===== src/rtl/rob_pkg.sv =====
// Shared sizes and entry layout for the reorder buffer.
package rob_pkg;

  localparam int DEPTH  = 32;
  localparam int TAG_W  = 5;
  localparam int REG_W  = 5;
  localparam int DATA_W = 32;

  typedef logic [TAG_W-1:0] rob_tag_t;

  typedef struct packed {
    logic              valid;
    logic              ready;
    logic              is_store;
    logic [REG_W-1:0]  dest;
    logic [DATA_W-1:0] value;
  } rob_entry_t;

endpackage


===== src/rtl/reorder_buffer.sv =====
// In-order retirement queue fed by dispatch and the CDB.
// Optional ROB_CDB_BYPASS_EN lets a CDB result to the head commit same cycle.
module reorder_buffer
  import rob_pkg::*;
(
  input  logic              clk,
  input  logic              rst_n,
  input  logic              allocate,
  input  logic [REG_W-1:0]  dest_arch_reg,
  input  logic              is_store,
  output logic [TAG_W-1:0]  alloc_tag,
  output logic              rob_full,
  input  logic              cdb_valid,
  input  logic [TAG_W-1:0]  cdb_tag,
  input  logic [DATA_W-1:0] cdb_val,
  output logic [REG_W-1:0]  commit_arch_reg,
  output logic [DATA_W-1:0] commit_val,
  output logic              commit_en,
  output logic              commit_is_store,
  input  logic              commit_ack
);

  rob_entry_t     ent_q [DEPTH];
  rob_tag_t       head_q;
  rob_tag_t       tail_q;
  logic [TAG_W:0] count_q;

  rob_entry_t head_e;
  rob_entry_t cdb_e;
  logic       do_alloc;
  logic       do_ret;
  logic       cdb_hit;

  assign head_e = ent_q[head_q];
  assign cdb_e  = ent_q[cdb_tag];

  always_comb begin
    rob_full        = (count_q == (TAG_W+1)'(DEPTH));
    alloc_tag       = tail_q;
    commit_arch_reg = head_e.dest;
    commit_is_store = head_e.is_store;
    commit_val      = head_e.value;
    commit_en       = head_e.valid && head_e.ready;
`ifdef ROB_CDB_BYPASS_EN
    if (head_e.valid && !head_e.ready &&
        cdb_valid && (cdb_tag == head_q)) begin
      commit_en  = 1'b1;
      commit_val = cdb_val;
    end
`endif
    do_alloc = allocate && !rob_full;
    do_ret   = commit_ack && commit_en;
    cdb_hit  = cdb_valid && cdb_e.valid && !cdb_e.ready;
  end

  // Later writes override earlier ones: retire beats CDB, allocate beats both.
  always_ff @(posedge clk or negedge rst_n) begin
    if (!rst_n) begin
      for (int i = 0; i < DEPTH; i++) begin
        ent_q[i] <= '0;
      end
      head_q  <= '0;
      tail_q  <= '0;
      count_q <= '0;
    end else begin
      if (cdb_hit) begin
        ent_q[cdb_tag].ready <= 1'b1;
        ent_q[cdb_tag].value <= cdb_val;
      end
      if (do_ret) begin
        ent_q[head_q].valid <= 1'b0;
        head_q              <= head_q + 1'b1;
      end
      if (do_alloc) begin
        ent_q[tail_q] <= '{valid:    1'b1,
                           ready:    1'b0,
                           is_store: is_store,
                           dest:     dest_arch_reg,
                           value:    '0};
        tail_q        <= tail_q + 1'b1;
      end
      unique case ({do_alloc, do_ret})
        2'b10:   count_q <= count_q + 1'b1;
        2'b01:   count_q <= count_q - 1'b1;
        default: count_q <= count_q;
      endcase
    end
  end

endmodule


===== config.mk =====
export PLATFORM = sky130hd
export DESIGN_NAME = reorder_buffer
export DESIGN_NICKNAME = d
export VERILOG_FILES = /design/src/rtl/rob_pkg.sv /design/src/rtl/reorder_buffer.sv
export SDC_FILE = /design/constraint.sdc
export NUM_CORES = 2
export LEC_CHECK = 0
export ABC_AREA = 1
export BUFFER_PORTS_ARGS = -buffer_cell sky130_fd_sc_hd__buf_2
export CAP_MARGIN = 20
export CORE_MARGIN = 2
export CORE_UTILIZATION = 41
export CTS_CLUSTER_SIZE = 10
export DETAILED_ROUTE_END_ITERATION = 8
export PLACE_DENSITY = 0.67
export SLEW_MARGIN = 0
export SYNTH_ARGS = -nofsm -noshare
export SYNTH_HDL_FRONTEND = slang
export SYNTH_SLANG_ARGS = --single-unit

===== constraint.sdc =====
create_clock -name clk -period 2.9 [get_ports clk]
set_input_delay 0.58 -clock clk [delete_from_list [all_inputs] [get_ports clk]]
set_output_delay 0.58 -clock clk [all_outputs]
set_load 0.05 [all_outputs]

==> PnR_summary.wiki <==
{| class="wikitable"
! Metric !! Value
|-
| Violated checks || DRC, setup timing
|-
| Ys flop type || dfrtp_1
|-
| Routed length per instance || 21.76 um
|-
| Worst setup slack after layout || -0.8401 ns
|-
| Pin count of the biggest net entering global routing || 121
|-
| Synth cell types || 38
|-
| Number of design rule violations left after detail routing || 2
|-
| Via count of the first global-routing pass || 61.63k
|-
| Final count of pins violating max slew || 0
|-
| Endpoints failing setup || 44
|-
| Multiplexer fraction of the synthesized cell area || 0%
|-
| Most frequent cell after synthesis || nand2_1
|-
| Number of nets produced by synthesis || 10.01k
|-
| Input/output buffers || 92
|-
| Cell at the root of the clock tree || clkbuf_16
|-
| I/O Pins || 93
|-
| Worst-margin pin slew || 0.9451 ns
|-
| R2r startpoint || head_q[1]
|-
| Initial drt markers || 8113
|-
| CTS Buf Count || 153
|-
| Critical path type || flip-flop to output pin
|-
| DIE HEIGHT || 412.9 um
|-
| Setup crit end kind || output pin
|-
| Count of mapped cells out of synthesis || 9949
|-
| 1st-pass router iterations || 9
|-
| Critical Path Start || head_q[0]
|-
| Max-slew headroom at the worst pin || 36.77%
|-
| Number of cell rows || 150
|-
| Floorplan die area || 170500 um2
|-
| Total wire length || 267000 um
|-
| Latest clock arrival within the worst-skew pair || 0.84 ns
|-
| Yosys top cell area share || 47.32%
|-
| Ratio of total power to cell area || 1203 nW/um2
|-
| Adder-cell area share of the yosys netlist || 0.2665%
|-
| Final period demand of the worst path || 3.740 ns
|-
| Register bit count reported by yosys || 1296
|-
| Combined global-route utilization of all metal layers || 29.85%
|-
| RSZ-0062 raised after global routing || yes
|-
| Hold Vio Cnt, Final || 0
|-
| Syn avg cell area || 6.889 um2
|-
| CP required || 2.32 ns
|-
| Number of antenna violations at the first check in global routing || 20
|-
| Number of max-capacitance violations reported || 0
|-
| Share of async-settable or async-resettable flops after synthesis || 100.0%
|-
| Outcome || complete, but fails checks
|-
| CTS max path bufs || 3
|-
| Final critical-path share of the clock period || 129.0%
|-
| Share of synthesized area occupied by flip-flops and latches || 47.32%
|-
| Yosys Warn Count || 0
|-
| Number of vias after detailed routing || 67.11k
|-
| Last weighted congestion value of the routability-driven placer || 0.9312
|-
| Number of sinks on the clock net || 1296
|-
| Number of nets still failing antenna checks after routing || 0
|-
| Total chip power || 100.8 mW
|-
| CTS H-tree depth || 4
|-
| Core Region || 166700 um2
|-
| Post-synthesis cell area || 68540 um2
|-
| Yosys top cell by area || dfrtp_1
|-
| Cells taking the most area after synthesis || dfrtp_1, nand2_1, nor2_1
|-
| Dominant combinational cell family by area after synthesis || simple AND/OR/NAND/NOR gates
|-
| Post-synth EDFFs || 0
|-
| Reg clk slew, reported paths || 0.06 ns
|-
| Number of vias per cell after detailed routing || 5.468
|-
| CTS tree || built
|-
| Synth cell count leaders || nand2_1, nor2_1, dfrtp_1, inv_1, o21ai_0
|-
| Initial core utilization || 41.13%
|-
| Layout-stage area growth over the synthesis result || 22.28%
|-
| Achievable clock frequency || 0.2674 GHz
|-
| Share of the synthesized area in compound gates (AO/OA/AOI/OAI) || 13.35%
|-
| Hold Crit Class || primary input to async pin
|-
| Global-route wire length before repair || 386600 um
|-
| Post-Route Skew || 0.06158 ns
|-
| Placed wire-length estimate || 156800 um
|-
| Xor/xnor share of the synthesized area || 0.1150%
|-
| Die span in x || 412.9 um
|-
| CP arrival || 3.16 ns
|-
| Share of layout cells above drive strength 1 || 11.97%
|-
| Maximum net fanout on the critical path || 7
|-
| Post-layout nets || 10.07k
|-
| Simple-gate area share of the yosys netlist || 27.89%
|-
| Maximum vdd ir drop || 0.001102 V
|-
| Static Leak || 46.43 nW
|-
| Total grt overflow || 0
|-
| Sum of negative setup slack || -28.67 ns
|-
| Critical path launch point type || flip-flop
|-
| Count of placed standard cells including taps || 11.94k
|-
| Final instance count without filler cells || 12.27k
|}
==> timing repair <==
| action | in CTS | in global routing |
|---|---|---|
| hold buffers | 1 | 0 |
| resized for setup | 384 | 374 |
| cloned | 19 | 44 |
| pin swaps | 64 | 99 |
| setup buffers | 29 | 31 |
| endpoints found under the hold margin | 23 | 0 |
| setup endpoints to repair | 42 | 116 |
==> cells in the final DEF, fill, tap and decap left out, types with 13 or more instances in the layout <==
cell type | netlist | final
inv_2 | 4 | 13
inv_1 | 1141 | 1133
nand4_1 | 43 | 43
nor3_1 | 35 | 15
buf_4 | 41 | 231
nand3_1 | 92 | 34
buf_16 | 0 | 36
buf_8 | 0 | 37
nand3_2 | 5 | 21
o22ai_1 | 48 | 45
buf_2 | 199 | 52
dfrtp_1 | 1296 | 1293
nand3_4 | 0 | 42
nand2_2 | 2 | 32
nand2_4 | 0 | 15
a21oi_2 | 0 | 76
a21oi_1 | 801 | 723
or2_4 | 0 | 15
nor2_1 | 2219 | 2200
nor2_2 | 2 | 20
o21ai_1 | 3 | 141
nand2_1 | 2497 | 2451
clkbuf_16 | 0 | 192
buf_12 | 0 | 204
a22o_1 | 19 | 19
nor4_2 | 0 | 23
clkbuf_1 | 403 | 24
o21ai_4 | 0 | 13
a21boi_1 | 31 | 31
o21ai_0 | 861 | 662
buf_6 | 12 | 41
o21ai_2 | 0 | 48
==> where the power goes <==
group | internal [mW] | switching [mW]
registers | 26.8 | 4.12
clock network | 9.93 | 7.93
logic | 20.3 | 31.7
==> critical path, stage by stage, from the launching register on <==
cell and delay (ns):
dfrtp_4 0.54, inv_12 0.14, bufbuf_16 0.33, buf_4 0.16, a21oi_1 0.07, o21ai_0 0.11
a21oi_2 0.11, nor4_4 0.42, buf_4 0.20, nand2_4 0.09, buf_8 0.18
==> routing by layer <==
| metal | routed length (um) | track usage (%) | part of all wire (%) | up-vias |
|---|---|---|---|---|
| met5 | 140 | 0 | 0.052 | - |
| met4 | 15160 | 14.97 | 5.7 | 22 |
| met3 | 31110 | 6.082 | 12 | 830 |
| met2 | 117000 | 45.61 | 44 | 3941 |
| met1 | 103700 | 40.23 | 39 | 31773 |
| li1 | - | - | - | 30548 |
==> flip-flops by register name, indices dropped and copies added (netlist names) <==
signal	count
alloc_tag	5
count_q	6
ent_q	1280
head_q	5
==> stage by stage <==
stage               utilization (%)  instance area, um2  setup WS (ns)  hold WS (ns)
floorplan                         -               68570      -0.007717        0.2844
global placement              45.01               75010        -0.5213        0.4605
detailed placement            45.01               75010        -0.4796        0.4677
CTS                           48.89               81480        -0.8288        0.2668
global route                  50.28               83800        -0.9105        0.2834
finish                        50.29               83810        -0.8401        0.2837
==> cell families after synthesis <==
| logic type | Yosys count |
|---|---|
| xor+xnor | 9 |
| buf+inv | 1888 |
| flops | 1296 |
| simple gates | 4963 |
| compound gates | 1779 |
| fa+ha+maj | 14 |
==> path summary, 6_finish.rpt <==
path | endpoint | slack, ns | cells past startpoint
max in group asynchronous | ent_q[1097] | 1.52 | 3
worst min-delay path | ent_q[193] | 0.28 | 2
worst max register to register | count_q[5] | -0.42 | 26
worst max-delay path | commit_val[25] | -0.84 | 10
worst min register to register | ent_q[1076] | 0.48 | 2
min in group clk | ent_q[572] | 0.35 | 3
==> final cells by class <==
class | count | area (um2)
repair inverters | 2 | 20.02
well taps | 2204 | 2758
repair buffers | 646 | 9243
inverters | 1148 | 4334
clock inverters | 21 | 356.6
flip-flops and latches | 1296 | 32440
multi-input cells | 6765 | 30590
diodes | 6 | 15.01
fillers | 15513 | 82850
clock buffers | 186 | 4054
Power figures use the tool's default switching activity.
